$ cat src/rtl/relay_pkg.sv
// Shared constants and sizing helpers for the credit-based relay station.
package relay_pkg;

    localparam int unsigned DEF_DATA_WIDTH = 32;
    localparam int unsigned DEF_DEPTH      = 2;
    localparam int unsigned DEF_LEVEL      = 2;
    localparam int unsigned DEF_CONNECT    = 1;

    // Receive FIFOs at or above this many entries use a pointer-addressed RAM array.
    localparam int unsigned RAM_THRESHOLD  = 128;

    // Credits cover the full round trip (LEVEL out, LEVEL back, plus the two
    // registered hops at the counter and the FIFO) plus the extra buffering.
    function automatic int unsigned calc_credits(input int unsigned depth,
                                                 input int unsigned level);
        return depth + 2 * level + 2;
    endfunction

    function automatic int unsigned calc_cnt_width(input int unsigned credits);
        return $clog2(credits + 1);
    endfunction

endpackage

$ cat src/rtl/relay_credit_fifo.sv
// First-word fall-through receive FIFO with occupancy and sticky overflow flag.
module relay_credit_fifo import relay_pkg::*; #(
    parameter int unsigned DATA_WIDTH = DEF_DATA_WIDTH,
    parameter int unsigned DEPTH      = 8,
    localparam int unsigned CNT_WIDTH = calc_cnt_width(DEPTH)
) (
    input  logic                  clk,
    input  logic                  reset,
    input  logic                  i_wr,
    input  logic [DATA_WIDTH-1:0] i_wdata,
    input  logic                  i_rd,
    output logic                  o_empty_n,
    output logic [DATA_WIDTH-1:0] o_rdata,
    output logic [CNT_WIDTH-1:0]  o_count,
    output logic                  o_overflow
);

    localparam int unsigned AW = (DEPTH > 1) ? $clog2(DEPTH) : 1;

    logic [CNT_WIDTH-1:0]  r_count;
    logic                  r_overflow;
    logic                  w_full;
    logic                  w_wr_acc;
    logic                  w_rd_acc;
    logic [DATA_WIDTH-1:0] w_head;

    assign w_full   = (r_count == CNT_WIDTH'(DEPTH));
    assign w_wr_acc = i_wr & ~w_full;
    assign w_rd_acc = i_rd & (r_count != '0);

    // Occupancy tracking; a write into a full FIFO is dropped and flagged forever.
    always_ff @(posedge clk) begin
        if (reset) begin
            r_count    <= '0;
            r_overflow <= 1'b0;
        end else begin
            r_count <= r_count + CNT_WIDTH'(w_wr_acc) - CNT_WIDTH'(w_rd_acc);
            if (i_wr && w_full) begin
                r_overflow <= 1'b1;
            end
        end
    end

    if (DEPTH < RAM_THRESHOLD) begin : g_shift
        logic [DATA_WIDTH-1:0] r_mem [DEPTH];
        logic [AW-1:0]         w_wr_idx;

        // When popping, the write lands one slot lower because everything shifts down.
        assign w_wr_idx = w_rd_acc ? AW'(r_count - CNT_WIDTH'(1)) : AW'(r_count);

        // Head lives in slot 0; pops shift the array toward it.
        always_ff @(posedge clk) begin
            if (w_rd_acc) begin
                for (int i = 0; i < int'(DEPTH) - 1; i++) begin
                    r_mem[i] <= r_mem[i + 1];
                end
            end
            if (w_wr_acc) begin
                r_mem[w_wr_idx] <= i_wdata;
            end
        end

        assign w_head = r_mem[0];
    end else begin : g_ram
        logic [DATA_WIDTH-1:0] r_ram [DEPTH];
        logic [AW-1:0]         r_wr_ptr;
        logic [AW-1:0]         r_rd_ptr;

        // Circular read/write pointers wrapping at DEPTH.
        always_ff @(posedge clk) begin
            if (reset) begin
                r_wr_ptr <= '0;
                r_rd_ptr <= '0;
            end else begin
                if (w_wr_acc) begin
                    r_wr_ptr <= (r_wr_ptr == AW'(DEPTH - 1)) ? '0 : r_wr_ptr + AW'(1);
                end
                if (w_rd_acc) begin
                    r_rd_ptr <= (r_rd_ptr == AW'(DEPTH - 1)) ? '0 : r_rd_ptr + AW'(1);
                end
            end
        end

        // Storage array, write port only.
        always_ff @(posedge clk) begin
            if (w_wr_acc) begin
                r_ram[r_wr_ptr] <= i_wdata;
            end
        end

        assign w_head = r_ram[r_rd_ptr];
    end

    assign o_empty_n  = (r_count != '0);
    assign o_rdata    = o_empty_n ? w_head : '0;
    assign o_count    = r_count;
    assign o_overflow = r_overflow;

endmodule

$ cat src/rtl/relay_station_credit.sv
// Credit-based relay station: write-side credit counter, LEVEL-stage forward
// pipe, FWFT receive FIFO and LEVEL-stage credit return pipe.
module relay_station_credit import relay_pkg::*; #(
    parameter int unsigned DATA_WIDTH = DEF_DATA_WIDTH,
    parameter int unsigned DEPTH      = DEF_DEPTH,
    parameter int unsigned LEVEL      = DEF_LEVEL,
    parameter int unsigned CONNECT    = DEF_CONNECT,
    localparam int unsigned CREDITS   = calc_credits(DEPTH, LEVEL),
    localparam int unsigned CNT_WIDTH = calc_cnt_width(CREDITS)
) (
    input  logic                  clk,
    input  logic                  reset,
    output logic                  if_full_n,
    input  logic                  if_write_ce,
    input  logic                  if_write,
    input  logic [DATA_WIDTH-1:0] if_din,
    output logic                  if_empty_n,
    input  logic                  if_read_ce,
    input  logic                  if_read,
    output logic [DATA_WIDTH-1:0] if_dout,
    output logic [CNT_WIDTH-1:0]  if_count,
    output logic                  err_overflow
);

    if (CONNECT != 0) begin : g_link
        logic [CNT_WIDTH-1:0]  r_cnt;
        logic [CNT_WIDTH-1:0]  w_cnt_next;
        logic                  w_push;
        logic                  w_pop;
        logic                  w_credit_ret;
        logic                  w_fifo_wr;
        logic [DATA_WIDTH-1:0] w_fifo_din;
        logic                  w_empty_n;

        // full_n is decoded purely from the counter register.
        assign if_full_n  = (r_cnt != '0);
        assign w_push     = if_write & if_write_ce & if_full_n;
        assign w_pop      = if_read & if_read_ce & w_empty_n;
        assign if_empty_n = w_empty_n;
        assign w_cnt_next = r_cnt - CNT_WIDTH'(w_push) + CNT_WIDTH'(w_credit_ret);

        // Credit counter: one credit spent per push, one restored per returned token.
        always_ff @(posedge clk) begin
            if (reset) begin
                r_cnt <= CNT_WIDTH'(CREDITS);
            end else begin
                r_cnt <= w_cnt_next;
            end
        end

        // Credit bounds: never spend without a credit, never exceed CREDITS.
        always_ff @(posedge clk) begin
            if (!reset) begin
                assert (!(w_push && (r_cnt == '0)));
                assert (int'(r_cnt) + int'(w_credit_ret) <= int'(CREDITS) + int'(w_push));
            end
        end

        if (LEVEL == 0) begin : g_direct
            assign w_fifo_wr    = w_push;
            assign w_fifo_din   = if_din;
            assign w_credit_ret = w_pop;
        end else begin : g_piped
            for (genvar g = 0; g < LEVEL; g++) begin : g_stage
                logic                  r_vld;
                logic                  r_ret;
                logic [DATA_WIDTH-1:0] r_data;
                logic                  w_vld_in;
                logic                  w_ret_in;
                logic [DATA_WIDTH-1:0] w_data_in;

                if (g == 0) begin : g_first
                    assign w_vld_in  = w_push;
                    assign w_data_in = if_din;
                    assign w_ret_in  = w_pop;
                end else begin : g_next
                    assign w_vld_in  = g_stage[g - 1].r_vld;
                    assign w_data_in = g_stage[g - 1].r_data;
                    assign w_ret_in  = g_stage[g - 1].r_ret;
                end

                // Forward valid and return token bits; the only pipe state that resets.
                always_ff @(posedge clk) begin
                    if (reset) begin
                        r_vld <= 1'b0;
                        r_ret <= 1'b0;
                    end else begin
                        r_vld <= w_vld_in;
                        r_ret <= w_ret_in;
                    end
                end

                // Free-running data stage, qualified downstream by r_vld.
                always_ff @(posedge clk) begin
                    r_data <= w_data_in;
                end
            end

            assign w_fifo_wr    = g_stage[LEVEL - 1].r_vld;
            assign w_fifo_din   = g_stage[LEVEL - 1].r_data;
            assign w_credit_ret = g_stage[LEVEL - 1].r_ret;
        end

        relay_credit_fifo #(
            .DATA_WIDTH (DATA_WIDTH),
            .DEPTH      (CREDITS)
        ) u_fifo (
            .clk        (clk),
            .reset      (reset),
            .i_wr       (w_fifo_wr),
            .i_wdata    (w_fifo_din),
            .i_rd       (w_pop),
            .o_empty_n  (w_empty_n),
            .o_rdata    (if_dout),
            .o_count    (if_count),
            .o_overflow (err_overflow)
        );
    end else begin : g_open
        // Disconnected link: no state, all outputs idle.
        logic w_unused;
        assign w_unused     = ^{clk, reset, if_write_ce, if_write, if_din, if_read_ce, if_read};
        assign if_full_n    = 1'b0;
        assign if_empty_n   = 1'b0;
        assign if_dout      = '0;
        assign if_count     = '0;
        assign err_overflow = 1'b0;
    end

endmodule

$ cat config.mk
export PLATFORM = sky130hd
export DESIGN_NAME = relay_station_credit
export DESIGN_NICKNAME = d
export VERILOG_FILES = /design/src/rtl/relay_pkg.sv /design/src/rtl/relay_credit_fifo.sv /design/src/rtl/relay_station_credit.sv
export SDC_FILE = /design/constraint.sdc
export NUM_CORES = 1
export LEC_CHECK = 0
export CAP_MARGIN = 20
export CORE_UTILIZATION = 24
export DETAILED_ROUTE_END_ITERATION = 12
export GPL_ROUTABILITY_DRIVEN = 1
export SYNTH_ARGS = -nofsm -noshare
export SYNTH_HDL_FRONTEND = slang
export SYNTH_SLANG_ARGS = --single-unit
$ cat constraint.sdc
create_clock -name clk -period 5.58 [get_ports clk]
set_input_delay 0.837 -clock clk [delete_from_list [all_inputs] [get_ports clk]]
set_output_delay 0.837 -clock clk [all_outputs]
set_load 0.005 [all_outputs]
Yosys cells after proc, flatten, opt, wreduce, memory -nomap -nowiden
Memories as Yosys holds them, arrays and structs flattened. Cells that the tools add are included.

Flip-flop bits (word level): 77. Bits in latches: 0. RAM bits: 256. Bits in read-only memories: 0. Bits of input ports: 38. Output and inout port bits: 39. Word-level logic and storage cells: 32. Memories: 1.

Add/sub/neg operators: 5. Multiply operators: 0. Divide/modulo/power cells: 0. Order comparisons: 0. Equality and inequality tests: 1. Shift operators: 0. Mux-type cells: 6. Bitwise gates (word level): 7. Reduce and logical (&&, ||, !) cells: 3.

Memories: g_link.u_fifo.g_shift.r_mem (depth 8, width 32, rd ports 8, clocked after Yosys merged registers in 0, write ports 8, line relay_credit_fifo.sv:45) `logic [DATA_WIDTH-1:0] r_mem [DEPTH];`.

Operators by type and width (count): 32-bit 2-to-1 mux (1); 4-bit by 1-bit adder with 4-bit output (2); 4-bit nonzero test (2); 4-bit by 1-bit subtractor with 4-bit output (2); 1-bit bitwise AND (6); 4-bit == test, second input constant (1); 1-bit 2-to-1 mux (4); 3-bit 2-to-1 mux (1); 3-bit by 1-bit subtractor with 3-bit output, second input constant (1); 1-bit logical AND (1); 1-bit NOT (1).

Depth between registers and ports, before layout
Gate-level depths: netlist of run 1.

Depth after elaboration: 5. Gate-level depth with buffers: 13. Depth with buffers taken out: 13.

By module
Synthesis of run 1 repeated with hierarchy kept, for this count alone.

Cell total of the unflattened synthesis: 722. Area, all modules: 13198.9 um2.

Modules (own cells, without submodules): relay_credit_fifo (times used 1, cells an instance 620, area each 11534.8 um2, seq. area each 7787.5 um2); relay_station_credit (times used 1, cells an instance 102, area each 1664.1 um2, seq. area each 1441.4 um2).

Least setup slack after synthesis of run 1
Ideal clock, no wire load.

Path type: reg2reg. From: reg g_link.u_fifo.r_count[2], in the netlist g_link.u_fifo.o_count[2]. To: mem g_link.u_fifo.g_shift.r_mem[1][0] (netlist bit), enable pin. Data arrival time: 4.395 ns. Required time: 5.110 ns. Slack: 0.715 ns. Stages on the path, launching flop included: 11. Period minus slack after synthesis: 4.865 ns. Cell sequence: dfxtp_1 > inv_1 > ha_1 > and2_2 > inv_2 > nand3_1 > inv_1 > ha_1 > inv_1 > nand2_1 > o31ai_1.

RTL lines: start: declaration (line relay_credit_fifo.sv:20) `logic [CNT_WIDTH-1:0] r_count;`; start signal: assignment (line relay_credit_fifo.sv:37) `r_count <= r_count + CNT_WIDTH'(w_wr_acc) - CNT_WIDTH'(w_rd_acc);`; end: declaration (line relay_credit_fifo.sv:45).

==> results of run 1 <==
## registers in the layout, summed over array words and instances, names as in the netlist
register / cells
g_link.g_piped.g_stage.r_data: 64
g_link.g_piped.g_stage.r_ret: 2
g_link.g_piped.g_stage.r_vld: 2
g_link.r_cnt: 4
g_link.u_fifo.g_shift.r_mem: 256
g_link.u_fifo.o_count: 4
g_link.u_fifo.o_overflow: 1
## logic make-up (layout without fill, tap and decap cells)
kind of cell | after synthesis | after routing
flops | 333 | 333
compound gates | 24 | 24
simple gates | 59 | 59
fa+ha+maj | 15 | 15
buf+inv | 40 | 180
xor+xnor | 4 | 4
mux | 224 | 224
## area by class of cell
class                           count  area (um^2)
Tap cell                          696          871
Clock inverter                     12          103
Fill cell                        5313        38000
Multi-Input combinational cell    326         3870
Clock buffer                       60         1220
Inverter                           15         56.3
Timing Repair Buffer               93          926
Sequential cell                   333         9230
## final timing paths
path | endpoint | slack, ns | cells after the start
worst max-delay path | g_link.u_fifo.g_shift.r_mem[2][22]$_DFFE_PP_ | 1.37 | 12
worst max register to register | g_link.u_fifo.g_shift.r_mem[2][22]$_DFFE_PP_ | 1.37 | 12
worst min register to register | g_link.g_piped.g_stage[1].r_data[0]$_DFF_P_ | 0.32 | 0
worst min-delay path | g_link.g_piped.g_stage[1].r_data[0]$_DFF_P_ | 0.32 | 0
## layer usage
layer | vias up | global-route usage
met5 | - | 0
met4 | 0 | 0.0299
met3 | 42 | 0.0199
met2 | 114 | 0.140
met1 | 2988 | 0.109
li1 | 2873 | -
## report_power, final
part           internal (uW)  switching (uW)
clock network           1560             988
registers               3070             108
logic                    601             580
total                   5230            1680
## worst max-delay path, cell delays in order (launching register included)
cell and delay (ns):
dfxtp_1 0.44, inv_1 0.32, ha_1 0.27, and2_2 0.25, inv_2 0.05, nand3_1 0.08
buf_4 0.25, inv_1 0.07, ha_1 0.30, nand2_1 0.32, a2111oi_4 0.96, buf_12 0.27
mux2_2 0.35
## placed cells by master, fill, tap and decap left out, types with 3 or more instances in the layout
master	netlist	final
a2111oi_4	4	4
and2_1	34	34
buf_12	0	3
buf_4	12	14
clkbuf_1	4	6
clkbuf_16	0	44
clkbuf_2	0	3
clkbuf_4	0	3
clkbuf_8	0	4
clkdlybuf4s50_1	0	76
clkinv_2	0	5
dfxtp_1	77	77
edfxtp_1	256	256
ha_1	13	13
inv_1	14	14
mux2_1	8	8
mux2_2	126	126
mux2_4	90	90
nand2_1	4	4
nor2_1	5	5
nor2b_1	7	7
o2111ai_4	3	3
o21ai_4	0	4
o31ai_4	0	3
xnor2_1	4	4
## through the flow
stage / setup slack [ns] / cells
after detailed placement: 1.26 / 1463
after floorplan: 0.715 / 699
final: 1.37 / 1535
after CTS: 1.36 / 1535
after global placement: 1.32 / 1463
after global routing: 1.11 / 1535
==> impl_metrics.yaml, run 1 <==
placed_design:
  port_buffers: 76
  placed_area_um2: 15000
  place_hpwl_um: 15000
  gp_congestion: 0.743
cells_and_area:
  final_area_um2: 16300
  syn2layout_area_growth_pct: 22.6
  drive_gt1_frac: 0.379
  nets: 861
  diodes: 0
  final_core_util: 0.300
die:
  die_area_um2: 56300
  core-area_um2: 54200
  io_pins: 77
  fp.dieH_um: 237
  rows: 85
  chipWidth_um: 237
  start_util: 0.245
run:
  cap_viol_max_count: 0
route:
  vias: 6017
  avgViaCountPerCell: 3.92
  wirelength_um: 23600
  wl_met2_um: 11300
  firstDrtPassIters: 4
  detail-route-antenna-nets: 0
  wl_met1_um: 10400
  detail_route.wl_per_cell_um: 15.4
  drt_iter0_drc: 327
  highest_layer: "met4"
  dr_wl_met3_um: 1310
  drc: 0
timing:
  fmax_ghz: 0.238
  finalWorstPathRequiredPeriod_ns: 4.21
  whs_ns: 0.322
  setup_viol: 0
  rsz0062_at_grt: "false"
  tns_ns: 0
  maxSlewViolCount: 0
  finClkSkew_ns: 0.0210
  tightest_slew_ns: 1.00
  finalHoldViolations: 0
  finalCritPeriodShare: 0.754
  relSlewSlack: 0.328
logic_synthesis:
  syn_inst: 699
  synth-simple-area-share: 0.0273
  ys.flop_type: "edfxtp_1"
  synthTopCellsByCount: "256 x edfxtp_1, 126 x mux2_2, 90 x mux2_4"
  synth_edf_count: 256
  synth_xor_area_frac: 0.00264
  synth_area_leaders: "edfxtp_1 58%, dfxtp_1 12%, mux2_2 11%, mux2_4 10%, and2_1 1.6%"
  avgSynthCellArea_um2: 19.0
  netlist.area_leader.share: 0.579
  yosysWarningCount: 0
  yosys.area.top_type: "edfxtp_1"
  yosysSeqAreaShare: 0.695
  syn-cell-area_um2: 13300
  yosys.cell_count.top_type: "edfxtp_1"
  synth_cell_types: 37
  synth_nets: 752
  synth.area.mux_share: 0.215
  synthAdderAreaFrac: 0.0153
  ys_ff_latch: 333
  synth_top_family_by_area: "multiplexers"
  synth-compound-area-share: 0.0243
  synth-async-reset-ratio: 0
setup_path:
  worstSetupStartpointType: "flop"
  arrival_ns: 4.47
  cp-end-kind: "flop"
  critPathRequiredTime_ns: 5.85
  crit_path_start: "g_link.u_fifo.o_count[1]$_SDFF_PP0_"
  critPathKind: "flop to flop"
  r2r_start: "g_link.u_fifo.o_count[1]$_SDFF_PP0_"
  worstPathMaxFanout: 23
grt:
  globalRouteTotalUtil: 0.0850
  grt.overflow.total: 0
  grt_max_degree: 36
  grt_pass1_vias: 6453
  grt_pass1_wl_um: 37300
  antenna_found_initial: 1
power_and_ir_drop:
  finalPower_uw: 6900
  pwr_density_cell_nw_per_um2: 424
  peakVddDrop_mv: 0.188
  p_leak_uw: 0.00577
clock_network:
  cts_tree: "built"
  clk_latency_ns: 0.53
  clock-root-buffer: "clkbuf_16"
  ctsHtreeMaxLevel: 2
  cts_hold_buf: 0
  clk_path_buf_depth: 3
  clkTransAtPathRegs_ns: 0.06
  cts_setup_buffers: 0
  clock_sinks: 333
  cts_buffers: 39
  cts-resized-gates: 0
hold_path:
  min_from: "g_link.g_piped.g_stage[0].r_data[0]$_DFF_P_"
  hold_class: "flop to flop"
status:
  status: "finished, final reports clean"
(Power assumes the default switching activity.)
==> run 2: changes to the inputs <==
==> constraint.sdc (replaced) <==
create_clock -name clk -period 4.2 [get_ports clk]
set_input_delay 0.63 -clock clk [delete_from_list [all_inputs] [get_ports clk]]
set_output_delay 0.63 -clock clk [all_outputs]
set_load 0.005 [all_outputs]
==> run 2 against run 1 <==
Hold slack better by 0.0019 ns. Utilization is essentially flat. Final cell count is 0.39% higher. Sequential cell count stayed put. Die area did not move. Critical path depth is the same. Critical path type unchanged. Critical endpoint is now g_link.u_fifo.g_shift.r_mem[3][21]$_DFFE_PP_. Largest cell class unchanged. Largest power group unchanged.
==> impl_metrics.yaml, run 2 (synthesis gave the netlist of run 1 again) <==
route:
  drt_iter0_drc: 265
  wl_met1_um: 10800
  firstDrtPassIters: 4
  wl_met2_um: 11600
  drc: 0
  avgViaCountPerCell: 3.96
  detail_route.wl_per_cell_um: 15.9
  dr_wl_met3_um: 1380
  detail-route-antenna-nets: 0
  wirelength_um: 24500
  vias: 6098
  highest_layer: "met4"
clock_network:
  clock-root-buffer: "clkbuf_16"
  clk_path_buf_depth: 3
  cts_tree: "built"
  cts_setup_buffers: 0
  clkTransAtPathRegs_ns: 0.05
  clk_latency_ns: 0.56
  clock_sinks: 333
  cts_buffers: 39
  ctsHtreeMaxLevel: 2
die:
  start_util: 0.245
  rows: 85
  chipWidth_um: 237
  io_pins: 77
  core-area_um2: 54200
  fp.dieH_um: 237
  die_area_um2: 56300
placed_design:
  placedCellCount: 1472
  placed_area_um2: 15000
  place_hpwl_um: 15700
  gp_congestion: 0.719
  port_buffers: 76
grt:
  grt_max_degree: 33
  antenna_found_initial: 0
  grt_pass1_wl_um: 38700
  grt_pass1_vias: 6515
  grt.overflow.total: 0
  globalRouteTotalUtil: 0.0897
cells_and_area:
  final_cells: 1541
  largest_reg_flops: 256
  drive_gt1_frac: 0.378
  layout_common_cells: "256 x edfxtp_1, 126 x mux2_2, 90 x mux2_4"
  final_area_um2: 16300
  multi_input_area_um2: 3870
  final_common_cell: "edfxtp_1"
  regMostFlops: "g_link.u_fifo.g_shift.r_mem"
  diodes: 0
  nets: 870
  reg.largest.list: "g_link.u_fifo.g_shift.r_mem: 256 flops, g_link.g_piped.g_stage.r_data: 64 flops"
  ff_latch_area_um2: 9230
  final_core_util: 0.300
  syn2layout_area_growth_pct: 22.6
  nFillCells: 5318
setup_path:
  worstSetupStartpointType: "flop"
  critPathKind: "flop to flop"
  critPathRequiredTime_ns: 4.49
  worstPathMaxFanout: 23
  arrival_ns: 4.19
  cp-end-kind: "flop"
timing:
  setup_viol: 0
  tightest_slew_ns: 0.943
  rsz0062_at_grt: "false"
  maxSlewViolCount: 0
  finClkSkew_ns: 0.0233
  whs_ns: 0.324
  finalWorstPathRequiredPeriod_ns: 3.90
  tns_ns: 0
  fmax_ghz: 0.256
  finalHoldViolations: 0
  finalCritPeriodShare: 0.928
  relSlewSlack: 0.371
power_and_ir_drop:
  netSwitchingPower_uw: 2260
  pwr-share-seq: 0.465
  peakVddDrop_mv: 0.233
  p_int_uw: 6830
  clkPwrFrac: 0.361
  p_leak_uw: 0.00576
  power_frac_comb: 0.175
  p_sw_frac: 0.248
  pwr_density_cell_nw_per_um2: 558
run:
  cap_viol_max_count: 0
status:
  status: "finished, final reports clean"
hold_path:
  hold_class: "flop to flop"
[run 2: worst paths after layout]
path                                                     start                                            to  slack (ns)  depth (start not counted)
setup / recovery           g_link.u_fifo.o_count[1]$_SDFF_PP0_  g_link.u_fifo.g_shift.r_mem[3][21]$_DFFE_PP_        0.30                         12
hold / removal    g_link.g_piped.g_stage[0].r_data[14]$_DFF_P_  g_link.g_piped.g_stage[1].r_data[14]$_DFF_P_        0.32                          0
setup reg to reg           g_link.u_fifo.o_count[1]$_SDFF_PP0_  g_link.u_fifo.g_shift.r_mem[3][21]$_DFFE_PP_        0.30                         12
hold reg to reg   g_link.g_piped.g_stage[0].r_data[14]$_DFF_P_  g_link.g_piped.g_stage[1].r_data[14]$_DFF_P_        0.32                          0
[run 2: what timing repair did]
item                                    4_1_cts  5_1_grt
endpoints found under the setup margin        0       11
resized for setup                             0        2
hold buffers                                  0        0
[run 2: power groups by stage]
stage / Sequential (uW) / Combinational (uW) / Clock [uW]
2_1_floorplan: 4260 / 900 / 0
3_3_place_gp: 4290 / 1600 / 0
3_5_place_dp: 4300 / 1620 / 0
4_1_cts: 4230 / 1640 / 3410
5_1_grt: 4270 / 1740 / 3530
6_report: 4220 / 1590 / 3280
[run 2: routing by layer]
metal,GRT usage,vias to the layer above
li1,-,2896
met1,0.115,3033
met2,0.144,125
met3,0.0215,44
met4,0.0368,0
met5,0,-
[run 2: area by class of cell]
type,count,area share
flip-flops and latches,333,0.567
clock buffers,45,0.0633
repair buffers,102,0.0615
well taps,696,0.0535
multi-input cells,326,0.238
inverters,15,0.00346
clock inverters,24,0.0132
[run 2: critical path, cell delays in order (launching register included)]
cell and delay [ns]:
dfxtp_1 0.56, inv_1 0.27, ha_1 0.28, and2_2 0.23, inv_2 0.23, nand3_1 0.14
inv_1 0.08, ha_1 0.24, inv_1 0.10, nand2_1 0.30, a2111oi_4 0.48, buf_6 0.33
mux2_2 0.38
[run 2: stage by stage]
| stage | total power [uW] | setup slack, ns |
|---|---|---|
| floorplan | 5160 | -0.594 |
| global placement | 5880 | 0.381 |
| detailed placement | 5920 | 0.246 |
| CTS | 9280 | 0.170 |
| global route | 9540 | 0.0548 |
| finish | 9080 | 0.300 |
==> run 3: changes to the inputs <==
--- a/config.mk
+++ b/config.mk
@@ -9,6 +9,7 @@
 export CORE_UTILIZATION = 24
 export DETAILED_ROUTE_END_ITERATION = 12
 export GPL_ROUTABILITY_DRIVEN = 1
+export PLACE_DENSITY = 0.5
 export SYNTH_ARGS = -nofsm -noshare
 export SYNTH_HDL_FRONTEND = slang
 export SYNTH_SLANG_ARGS = --single-unit
==> run 3 against run 2 <==
Sequential power about the same. Combinational power about the same. Register-to-register slack improved by 0.11 ns. Sequential cell count unchanged. Via count decreased by 0.38%. Global-route usage increased by 0.29 points. Setup slack improved by 0.059 ns. Largest cell class unchanged.
==> impl_metrics.yaml, run 3 (synthesis gave the netlist of run 1 again) <==
setup_path:
  critPathRequiredTime_ns: 3.57
  arrival_ns: 3.21
  worstSetupStartpointType: "flop"
  critPathBufInv: 4
  critPathKind: "flop to output pin"
  worstPathCellList: "inv_1 > ha_1 > and2_2 > inv_2 > buf_4 > and2_1 > clkdlybuf4s50_1"
  worstPathMaxFanout: 35
  slowest_stage: "dfxtp_1"
  max_stage_delay_ns: 0.58
  cp-end-kind: "output pin"
  worst_path_dominant_cell_family: "buffers and inverters"
run:
  cap_viol_max_count: 0
cells_and_area:
  final_common_cell: "edfxtp_1"
  diodes: 0
  final_core_util: 0.300
  reg.largest.list: "g_link.u_fifo.g_shift.r_mem: 256 flops, g_link.g_piped.g_stage.r_data: 64 flops"
  largest_reg_flops: 256
  layout_common_cells: "256 x edfxtp_1, 126 x mux2_2, 90 x mux2_4"
  regMostFlops: "g_link.u_fifo.g_shift.r_mem"
  syn2layout_area_growth_pct: 22.6
  nFillCells: 5369
  ff_latch_area_um2: 9230
  drive_gt1_frac: 0.380
  nets: 870
  multi_input_area_um2: 3870
clock_network:
  cts_hold_buf: 0
  ctsHtreeMaxLevel: 2
  clock_sinks: 333
  clkTransAtPathRegs_ns: 0.06
  cts_setup_buffers: 0
  clk_path_buf_depth: 3
  cts_buffers: 39
  cts_tree: "built"
  clk_latency_ns: 0.54
  clock-root-buffer: "clkbuf_16"
  cts-resized-gates: 0
timing:
  setup_viol: 0
  whs_ns: 0.323
  finClkSkew_ns: 0.0126
  tightest_slew_ns: 0.718
  fmax_ghz: 0.260
  maxSlewViolCount: 0
  finalCritPeriodShare: 0.915
  finalHoldViolations: 0
  finalWorstPathRequiredPeriod_ns: 3.84
  rsz0062_at_grt: "false"
  relSlewSlack: 0.518
grt:
  grt.overflow.total: 0
  antenna_found_initial: 0
  grt_max_degree: 36
  grt_pass1_wl_um: 39400
  grt_pass1_vias: 6388
  globalRouteTotalUtil: 0.0926
die:
  fp.dieH_um: 237
  rows: 85
  start_util: 0.245
  die_area_um2: 56300
  core-area_um2: 54200
  chipWidth_um: 237
  io_pins: 77
route:
  avgViaCountPerCell: 3.94
  detail-route-antenna-nets: 0
  firstDrtPassIters: 4
  detail_route.wl_per_cell_um: 16.5
  vias: 6075
  dr_wl_met3_um: 896
  wirelength_um: 25500
  highest_layer: "met4"
  drt_iter0_drc: 368
  drc: 0
  wl_met1_um: 11900
  wl_met2_um: 12100
hold_path:
  hold_class: "flop to flop"
placed_design:
  place_hpwl_um: 15700
  gp_congestion: 0.780
  port_buffers: 76
status:
  status: "finished, final reports clean"
power_and_ir_drop:
  peakVddDrop_mv: 0.290
  pwr_density_cell_nw_per_um2: 560
  p_leak_uw: 0.00578
[run 3: cell types whose count changed in the layout (fill, tap and decap cells not counted), sizes merged]
| cell | delta |
|---|---|
| clkbuf | +13 |
| clkinvlp | -4 |
| bufinv | -3 |
| clkinv | -3 |
| inv | -1 |
[run 3: where the power goes]
| part | internal (uW) | switching [uW] |
|---|---|---|
| registers | 4070 | 141 |
| clock network | 1960 | 1330 |
| logic | 795 | 806 |
[run 3: layer usage]
metal / track usage / vias to the layer above
li1: - / 2903
met1: 0.123 / 3042
met2: 0.149 / 92
met3: 0.0202 / 38
met4: 0.0313 / 0
met5: 0 / -
[run 3: layout make-up]
class                      count  share of cell area
clock buffer                  58              0.0727
clock inverter                13             0.00492
inverter                      15             0.00346
multi-input combinational    326               0.238
sequential                   333               0.567
tap                          696              0.0535
timing repair buffer         102              0.0603
[run 3: through the flow]
stage               instance area, um^2  worst slack [ns]  cells  setup TNS, ns  power, uW
floorplan                         13300            -0.594    699        -100.12       5160
global placement                  15000             0.463   1472              0       5900
detailed placement                15000             0.387   1472              0       5940
CTS                               16300             0.307   1543              0       9300
global route                      16300             0.183   1543              0       9570
finish                            16300             0.359   1543              0       9110
[run 3: final timing paths]
kind	start	end	slack, ns	depth (start not counted)
max	g_link.u_fifo.o_count[1]$_SDFF_PP0_	if_dout[22]	0.36	7
max reg2reg	g_link.u_fifo.o_count[1]$_SDFF_PP0_	g_link.u_fifo.g_shift.r_mem[1][28]$_DFFE_PP_	0.41	9
min reg2reg	g_link.g_piped.g_stage[0].r_data[29]$_DFF_P_	g_link.g_piped.g_stage[1].r_data[29]$_DFF_P_	0.32	0
min	g_link.g_piped.g_stage[0].r_data[29]$_DFF_P_	g_link.g_piped.g_stage[1].r_data[29]$_DFF_P_	0.32	0
